$ cat config.mk
export PLATFORM = sky130hd
export DESIGN_NAME = stopwatch_ctrl
export DESIGN_NICKNAME = d
export VERILOG_FILES = /design/src/rtl/stopwatch_pkg.sv /design/src/rtl/btn_debounce.sv /design/src/rtl/stopwatch_ctrl.sv
export SDC_FILE = /design/constraint.sdc
export NUM_CORES = 1
export LEC_CHECK = 0
export BUFFER_PORTS_ARGS = -buffer_cell sky130_fd_sc_hd__buf_2
export CAP_MARGIN = 20
export CELL_PAD_IN_SITES_DETAIL_PLACEMENT = 0
export CELL_PAD_IN_SITES_GLOBAL_PLACEMENT = 2
export CORE_MARGIN = 10
export CORE_UTILIZATION = 37
export DETAILED_ROUTE_END_ITERATION = 6
export PLACE_DENSITY = 0.84
export SLEW_MARGIN = 20
export SYNTH_ARGS = -nofsm -noshare
export SYNTH_HDL_FRONTEND = slang
export SYNTH_SLANG_ARGS = --single-unit
$ cat constraint.sdc
create_clock -name clk -period 2.3 [get_ports clk]
set_clock_uncertainty 0.15 [all_clocks]
set_input_delay 0.345 -clock clk [delete_from_list [all_inputs] [get_ports clk]]
set_output_delay 0.345 -clock clk [all_outputs]
set_load 0.05 [all_outputs]
$ cat src/rtl/stopwatch_pkg.sv
// Shared constants for the stopwatch controller: FSM encoding, default timing
// parameters and the BCD increment used by the counter chain.
package stopwatch_pkg;

  localparam int DEF_TICKS_PER_UNIT = 8;
  localparam int DEF_DEB_TICKS      = 4;

  localparam logic [1:0] ST_IDLE  = 2'd0;
  localparam logic [1:0] ST_RUN   = 2'd1;
  localparam logic [1:0] ST_PAUSE = 2'd2;

  // Returns {wrap, next} for the ss.hh digit vector {st, so, ht, ho}.
  function automatic logic [16:0] bcd_inc(input logic [15:0] v);
    logic [3:0] ho, ht, so, st;
    logic       wrap;
    ho   = v[3:0];
    ht   = v[7:4];
    so   = v[11:8];
    st   = v[15:12];
    wrap = 1'b0;
    if (ho != 4'd9) ho = ho + 4'd1;
    else begin
      ho = 4'd0;
      if (ht != 4'd9) ht = ht + 4'd1;
      else begin
        ht = 4'd0;
        if (so != 4'd9) so = so + 4'd1;
        else begin
          so = 4'd0;
          if (st != 4'd5) st = st + 4'd1;
          else begin
            st   = 4'd0;
            wrap = 1'b1;
          end
        end
      end
    end
    return {wrap, st, so, ht, ho};
  endfunction

endpackage

$ cat src/rtl/btn_debounce.sv
// Pushbutton conditioner: 2-flop synchroniser, tick-sampled debounce and a
// one-clk press pulse on each accepted 0->1 level change.
module btn_debounce #(
  parameter int DEB_TICKS = 4
) (
  input  logic clk,
  input  logic rst,
  input  logic i_tick,
  input  logic i_raw,
  output logic o_level,
  output logic o_press
);

  localparam int CW = (DEB_TICKS > 1) ? $clog2(DEB_TICKS + 1) : 1;

  logic          r_s1, r_s2, r_level, r_press;
  logic [CW-1:0] r_cnt;

  always_ff @(posedge clk or posedge rst) begin
    if (rst) begin
      r_s1    <= 1'b0;
      r_s2    <= 1'b0;
      r_level <= 1'b0;
      r_press <= 1'b0;
      r_cnt   <= '0;
    end else begin
      r_s1    <= i_raw;
      r_s2    <= r_s1;
      r_press <= 1'b0;
      if (i_tick) begin
        // Any sample agreeing with the current level restarts the run.
        if (r_s2 == r_level) r_cnt <= '0;
        else if (r_cnt == CW'(DEB_TICKS - 1)) begin
          r_cnt   <= '0;
          r_level <= r_s2;
          r_press <= r_s2;
        end else r_cnt <= r_cnt + 1'b1;
      end
    end
  end

  assign o_level = r_level;
  assign o_press = r_press;

endmodule

$ cat src/rtl/stopwatch_ctrl.sv
// Stopwatch controller: slow-clock tick extraction, start/pause/clear FSM,
// ss.hh BCD counter with sticky wrap flag and a 4-digit display scan mux.
module stopwatch_ctrl
  import stopwatch_pkg::*;
#(
  parameter int TICKS_PER_UNIT = DEF_TICKS_PER_UNIT,
  parameter int DEB_TICKS      = DEF_DEB_TICKS
) (
  input  logic        clk,
  input  logic        rst,
  input  logic        slow_clk,
  input  logic        btn_start,
  input  logic        btn_clr,
  output logic [15:0] bcd,
  output logic        running,
  output logic        ovf,
  output logic [3:0]  an,
  output logic [3:0]  scan_bcd
);

  localparam int PW = (TICKS_PER_UNIT > 1) ? $clog2(TICKS_PER_UNIT) : 1;

  logic          r_sc_s1, r_sc_s2, r_sc_d3, r_tick;
  logic [1:0]    r_state;
  logic [PW-1:0] r_presc;
  logic [15:0]   r_bcd;
  logic          r_ovf;
  logic [3:0]    r_an, r_scan;

  logic          w_start_press, w_clr_press;
  logic [1:0]    w_state_nxt;
  logic [PW-1:0] w_presc_nxt;
  logic [15:0]   w_bcd_nxt, w_bcd_inc;
  logic          w_ovf_nxt, w_wrap;
  logic [3:0]    w_an_nxt, w_scan_nxt;

  // slow_clk is data: synchronise, then a registered rising-edge detect.
  always_ff @(posedge clk or posedge rst) begin
    if (rst) begin
      r_sc_s1 <= 1'b0;
      r_sc_s2 <= 1'b0;
      r_sc_d3 <= 1'b0;
      r_tick  <= 1'b0;
    end else begin
      r_sc_s1 <= slow_clk;
      r_sc_s2 <= r_sc_s1;
      r_sc_d3 <= r_sc_s2;
      r_tick  <= r_sc_s2 & ~r_sc_d3;
    end
  end

  btn_debounce #(.DEB_TICKS(DEB_TICKS)) u_deb_start (
    .clk(clk), .rst(rst), .i_tick(r_tick), .i_raw(btn_start),
    .o_level(), .o_press(w_start_press)
  );

  btn_debounce #(.DEB_TICKS(DEB_TICKS)) u_deb_clr (
    .clk(clk), .rst(rst), .i_tick(r_tick), .i_raw(btn_clr),
    .o_level(), .o_press(w_clr_press)
  );

  assign {w_wrap, w_bcd_inc} = bcd_inc(r_bcd);

  // Counting looks at r_state, so a tick coinciding with a press uses the old state.
  always_comb begin
    w_state_nxt = r_state;
    w_presc_nxt = r_presc;
    w_bcd_nxt   = r_bcd;
    w_ovf_nxt   = r_ovf;
    if (r_tick && r_state == ST_RUN) begin
      if (r_presc == PW'(TICKS_PER_UNIT - 1)) begin
        w_presc_nxt = '0;
        w_bcd_nxt   = w_bcd_inc;
        w_ovf_nxt   = r_ovf | w_wrap;
      end else w_presc_nxt = r_presc + 1'b1;
    end
    if (w_start_press) begin
      case (r_state)
        ST_IDLE:  w_state_nxt = ST_RUN;
        ST_RUN:   w_state_nxt = ST_PAUSE;
        ST_PAUSE: w_state_nxt = ST_RUN;
        default:  w_state_nxt = ST_IDLE;
      endcase
    end
    if (w_clr_press) begin
      w_state_nxt = ST_IDLE;
      w_presc_nxt = '0;
      w_bcd_nxt   = '0;
      w_ovf_nxt   = 1'b0;
    end
  end

  assign w_an_nxt = r_tick ? {r_an[2:0], r_an[3]} : r_an;

  // Digit chosen from next-state values so scan_bcd always matches bcd under an.
  always_comb begin
    w_scan_nxt = w_bcd_nxt[15:12];
    case (w_an_nxt)
      4'b1110: w_scan_nxt = w_bcd_nxt[3:0];
      4'b1101: w_scan_nxt = w_bcd_nxt[7:4];
      4'b1011: w_scan_nxt = w_bcd_nxt[11:8];
      default: w_scan_nxt = w_bcd_nxt[15:12];
    endcase
  end

  always_ff @(posedge clk or posedge rst) begin
    if (rst) begin
      r_state <= ST_IDLE;
      r_presc <= '0;
      r_bcd   <= '0;
      r_ovf   <= 1'b0;
      r_an    <= 4'b1110;
      r_scan  <= 4'd0;
    end else begin
      r_state <= w_state_nxt;
      r_presc <= w_presc_nxt;
      r_bcd   <= w_bcd_nxt;
      r_ovf   <= w_ovf_nxt;
      r_an    <= w_an_nxt;
      r_scan  <= w_scan_nxt;
    end
  end

  assign bcd      = r_bcd;
  assign running  = (r_state == ST_RUN);
  assign ovf      = r_ovf;
  assign an       = r_an;
  assign scan_bcd = r_scan;

endmodule

==> results_dict.tcl, run 1 <==
set metrics [dict create \
    fin_cells 335 \
    postSynthAreaPerCell_um2 10.7 \
    synth_cell_type_count 50 \
    placed_area_um2 2600 \
    finalMaxSlewViolations 0 \
    synth_fa_ha_area_share_pct 5.33 \
    synth-edff-count 0 \
    via_count 1701 \
    synth-async-reset-ratio_pct 100 \
    dr.pass1.iters 4 \
    clkTransAtPathRegs_ns 0.09 \
    power_switching_mw 0.475 \
    worstPathMaxFanout 8 \
    synth_ff_type "dfrtp_1" \
    num_rows 28 \
    port_buffers 30 \
    internal-power_mw 1.29 \
    cts-root-buf "clkbuf_8" \
    ir_drop_v 0.000389 \
    clockBufferDepth 2 \
    synth_common_cells "45 x dfrtp_1, 24 x nor2_1, 14 x nand2_1" \
    worst_path_dominant_cell_family "flip-flops" \
    drc 0 \
    synthCells 220 \
    ant_nets 0 \
    overflow 0 \
    cts_tree "built" \
    synth.ff_latch_count 48 \
    r2r_end "scan_bcd[1]" \
    hold_end "u_deb_clr.r_s2" \
    cp-end-kind "flip-flop" \
    start_kind "flip-flop" \
    nFillCells 593 \
    syn2layout_area_growth_pct 17.7 \
    worstPathRequired_ns 2.33 \
    hold_path_depth 0 \
    p_sw_share_pct 26.9 \
    avgViaCountPerCell 5.08 \
    syn_area_um2 2350 \
    gp_congestion 0.777 \
    synthXorXnorAreaFrac_pct 3.36 \
    start_util_pct 38.9 \
    pwr-share-clk_pct 29.1 \
    clock_sinks 48 \
    multi_input_area_um2 1090 \
    cts_made_buffers 5 \
    r2r_start "r_presc[0]" \
    final_area_um2 2760 \
    drive_above_1_share_pct 25.0 \
    path_buf_inv 1 \
    fin_nets 274 \
    fmax_mhz 466 \
    comb_power_share_pct 14.8 \
    finalSetupViolations 0 \
    cellPowerDensity_nw_per_um2 640 \
    crit_type "flip-flop to flip-flop" \
    slew-limit-headroom_pct 70.8 \
    arrival_ns 2.18 \
    synth-simple-area-share_pct 21.4 \
    cpMaxStageDelayCell "dfrtp_1" \
    min_period_ns 2.15 \
    synth_area_leader_cell "dfrtp_1" \
    post-synth-top-count-cell "dfrtp_1" \
    reg2reg_depth 8 \
    die_y_um 99.6 \
    track_usage_pct 10.3 \
    first_global_vias 1723 \
    antenna_found_initial 0 \
    seq_area_um2 1200 \
    synth_nets 235 \
    max_cap_viol_count 0 \
    worstMarginPinSlew_ns 0.438 \
    synth_warnings 0 \
    cpPeakStageDelay_ns 0.41 \
    ios 31 \
    wl_mm 5.00 \
    fin_crit_sh_pct 93.4 \
    diodes 0 \
    post_drt_wl_per_cell_um 14.9 \
    die_w_um 99.6 \
    muxShareOfSynthArea_pct 4.64 \
    drtIter0Drc 50 \
    hold_path_startpoint "u_deb_clr.r_s1" \
    synthTopCellsByArea "dfrtp_1 48%, ha_1 5.3%, nor2_1 3.8%, dfstp_2 3.4%, mux2_2 3.4%" \
    p_seq_share_pct 56.1 \
    min_path_type "flip-flop to flip-flop" \
    cellLeakagePower_nw 1.32 \
    rsz0062_at_grt "false" \
    synth-compound-area-share_pct 10.6 \
    grt_max_degree 49 \
    ys_seq_area_share_pct 51.4 \
    dp_cells 323 \
    crit_path_start "r_presc[0]" \
    crit_chain "ha_1 -> ha_2 -> and4b_1 -> buf_4 -> nand2_1 -> mux2i_2 -> o22ai_2 -> a211o_1" \
    synth_top_family_by_area "simple AND/OR/NAND/NOR gates" \
    status "finished clean" \
    insertion_delay_ns 0.29 \
    htreeDepth 2 \
    synth_top_area_share_pct 48.0 \
    core-area_um2 6030 \
    die_area_um2 9930 \
    tns_ns 0 \
    grt_pass1_wl_mm 8.42 \
    hold_violations 0 \
    post-dp-hpwl_mm 3.67 \
    r2r_slack_ns 0.15 \
]
## layer usage
layer	vias up	GRT usage (%)	routed length (um)
met5	-	0	0
met4	0	2.65	35
met3	4	3.60	245
met2	28	16.5	2380
met1	817	12.7	2340
li1	852	-	-
## final cells by class
class                   count  share of cell area [%]
multi-input cells         154                    39.4
well taps                  75                    3.40
inverters                  11                    1.50
clock buffers               7                    3.13
flip-flops and latches     48                    43.6
clock inverters             1                   0.272
repair buffers             39                    8.70
## state kept, by name, indices dropped and copies added (netlist names)
name,count
an,4
bcd,16
ovf,1
r_presc,3
r_sc_d3,1
r_sc_s1,1
r_sc_s2,1
r_state,2
r_tick,1
scan_bcd,4
u_deb_clr.o_level,1
u_deb_clr.o_press,1
u_deb_clr.r_cnt,3
u_deb_clr.r_s1,1
u_deb_clr.r_s2,1
u_deb_start.o_level,1
u_deb_start.o_press,1
u_deb_start.r_cnt,3
u_deb_start.r_s1,1
u_deb_start.r_s2,1
## what timing repair did
action | CTS | global route
gates resized for setup | 0 | 5
setup endpoints to repair | 0 | 2
buffers inserted | 0 | 0
endpoints found under the hold margin | 48 | 0
hold buffers | 4 | 0
## kinds of logic (layout without fill, tap and decap cells)
logic type	count (synthesis)	after routing
muxes	10	10
xor gates and xnor gates	9	9
DFF	48	48
buffers and inverters	18	58
and+or+nand+nor	89	89
adders and majority gates	10	10
AOI/OAI and AO/OA	36	36
## placed cells by master (no fill, tap or decap), types with 3 or more instances in the layout
master,count
a21oi_1,6
a21oi_2,3
and3b_1,3
buf_2,30
buf_4,4
clkbuf_8,6
dfrtp_1,45
dfstp_2,3
dlygate4sd3_1,4
ha_1,9
inv_1,10
mux2_2,7
nand2_1,14
nand2b_1,4
nand3_1,10
nand3b_1,3
nor2_1,24
nor2b_1,6
nor3_1,4
nor3b_1,4
o21ai_0,6
o22ai_1,3
xnor2_1,7
## worst max-delay path by stage
stage | end | depth (start not counted)
2_1_floorplan | scan_bcd[3] | 6
3_3_place_gp | scan_bcd[0] | 8
4_1_cts | scan_bcd[1] | 8
3_5_place_dp | scan_bcd[1] | 8
6_report | scan_bcd[1] | 8
5_1_grt | scan_bcd[2] | 7
## stage by stage
| stage | worst slack (ns) | utilization, % | total power [mW] | hold slack, ns |
|---|---|---|---|---|
| after floorplan | 0.136 | - | 1.20 | 0.181 |
| after global placement | 0.170 | 43.2 | 1.27 | 0.182 |
| after detailed placement | 0.159 | 43.2 | 1.27 | 0.185 |
| after CTS | 0.142 | 45.4 | 1.80 | 0.205 |
| after global routing | 0.0216 | 45.8 | 1.88 | 0.220 |
| final | 0.153 | 45.8 | 1.77 | 0.202 |
## power groups by stage
stage / combinational (mW) / clock (mW) / sequential (mW)
floorplan: 0.213 / 0 / 0.992
global placement: 0.263 / 0 / 1.01
detailed placement: 0.260 / 0 / 1.01
CTS: 0.267 / 0.541 / 0.993
global route: 0.303 / 0.573 / 1.00
finish: 0.261 / 0.515 / 0.991
No activity file was read; power rests on OpenSTA's default activity.
==> run 2: changes to the inputs <==
==> constraint.sdc (replaced) <==
create_clock -name clk -period 2.2 [get_ports clk]
set_clock_uncertainty 0.15 [all_clocks]
set_input_delay 0.11 -clock clk [delete_from_list [all_inputs] [get_ports clk]]
set_output_delay 0.11 -clock clk [all_outputs]
set_load 0.05 [all_outputs]
==> run 2 against run 1 <==
Power grew 5.9%. Global-route usage grew 0.71 points. Design area grew 1.6%. Wire length grew 4.2%. Worst hold slack gained 0.0059 ns. Critical endpoint unchanged. Largest cell class unchanged.
==> results_dict.tcl, run 2 (synthesis results as in run 1) <==
set metrics [dict create \
    cts_made_buffers 5 \
    via_count 1732 \
    antenna_found_initial 0 \
    worstMarginPinSlew_ns 0.609 \
    dr.pass1.iters 4 \
    drc 0 \
    tns_ns 0 \
    rsz0062_at_grt "false" \
    cts-root-buf "clkbuf_8" \
    mostFrequentLayoutCells "45 x dfrtp_1, 30 x buf_2, 23 x nor2_1" \
    ant_nets 0 \
    drtIter0Drc 40 \
    dp_slack_ns -0.0494 \
    max_cap_viol_count 0 \
    arrival_ns 2.17 \
    overflow 0 \
    slew-limit-headroom_pct 59.4 \
    cellLeakagePower_nw 1.35 \
    worstPathRequired_ns 2.30 \
    clock_sinks 48 \
    setup_slack_ns 0.130 \
    status "finished clean" \
    finalMaxSlewViolations 0 \
    insertion_delay_ns 0.30 \
    wl_mm 5.21 \
    fmax_mhz 483 \
    first_global_vias 1843 \
    largest_reg_flops 16 \
    nFillCells 584 \
    fin_nets 279 \
    num_rows 28 \
    start_util_pct 38.9 \
    ir_drop_v 0.000436 \
    min_period_ns 2.07 \
    cts_tree "built" \
    fin_crit_sh_pct 94.1 \
    final_common_cell "dfrtp_1" \
    track_usage_pct 11.0 \
    start_kind "flip-flop" \
    ios 31 \
    clockBufferDepth 2 \
    hold_path_startpoint "u_deb_start.r_s1" \
    worstPathMaxFanout 8 \
    r2r_start "r_presc[0]" \
    diodes 0 \
    avgViaCountPerCell 5.09 \
    drive_above_1_share_pct 27.9 \
    crit_type "flip-flop to flip-flop" \
    grt_pass1_wl_mm 9.06 \
    syn2layout_area_growth_pct 19.6 \
    htreeDepth 2 \
    grt_max_degree 49 \
    cp-end-kind "flip-flop" \
    gp_congestion 0.808 \
    port_buffers 30 \
    finalSetupViolations 0 \
    min_path_type "flip-flop to flip-flop" \
    post_drt_wl_per_cell_um 15.3 \
    die_y_um 99.6 \
    hold_violations 0 \
    die_area_um2 9930 \
    crit_path_start "r_presc[0]" \
    cellPowerDensity_nw_per_um2 667 \
    post-dp-hpwl_mm 3.81 \
    clkTransAtPathRegs_ns 0.09 \
    die_w_um 99.6 \
    core-area_um2 6030 \
]
==> run 2: cell count changes in the layout (fill, tap and decap cells not counted), sizes merged <==
| cell | previous run | this run |
|---|---|---|
| buf | 35 | 40 |
==> run 2: power by group <==
part	total, mW	internal [mW]	leakage (nW)	switching, mW
clock	0.546	0.256	0.0445	0.290
sequential	1.04	0.970	0.633	0.0651
combinational	0.291	0.134	0.671	0.157
==> run 2: per-layer routing <==
layer / up-vias / GRT usage (%) / share of wire, % / wire length [um]
met4: 0 / 3.31 / 1.2 / 61
met3: 5 / 3.60 / 5.1 / 265
met1: 835 / 13.2 / 45 / 2330
met2: 28 / 18.2 / 49 / 2540
met5: - / 0 / 0 / 0
li1: 864 / - / - / -
==> run 2: final timing paths <==
| path | to | slack, ns | depth (start not counted) |
|---|---|---|---|
| max | scan_bcd[1] | 0.13 | 7 |
| min | u_deb_start.r_s2 | 0.21 | 0 |
| max reg2reg | scan_bcd[1] | 0.13 | 7 |
| min reg2reg | u_deb_start.r_s2 | 0.21 | 0 |
| max in group asynchronous | an[0] | 1.13 | 4 |
| min in group asynchronous | r_sc_s2 | 0.35 | 4 |
==> run 2: worst max-delay path: stages (launching register included) <==
cell,delay (ns)
dfrtp_1,0.36
ha_1,0.15
ha_1,0.19
and4b_4,0.34
nand4_4,0.17
or3_1,0.36
a21oi_2,0.16
a211o_1,0.13
==> run 2: timing repair <==
item,in CTS,in global routing
resized for setup,2,9
hold endpoints to repair,48,0
hold buffers,4,0
pin swaps,0,3
endpoints found under the setup margin,4,4
setup buffers,0,3
==> run 2: metrics by stage <==
stage                     cells  hold WS [ns]  util [%]  instance area (um^2)  total power [mW]
after global placement      325        0.0679      43.3                  2610              1.33
after floorplan             220      -0.00857         -                  2350              1.26
after detailed placement    325        0.0702      43.3                  2610              1.35
after global routing        340         0.216      46.6                  2810              2.00
after CTS                   337         0.212      45.5                  2740              1.91
final                       340         0.208      46.6                  2810              1.87
==> run 2: area by class of cell <==
class,count,area (um^2),area share (%)
Clock buffer,7,86.3,3.08
Tap cell,75,93.8,3.34
Timing Repair Buffer,44,265,9.45
Clock inverter,1,7.51,0.267
Multi-Input combinational cell,154,1110,39.5
Sequential cell,48,1200,42.9
Inverter,11,41.3,1.47
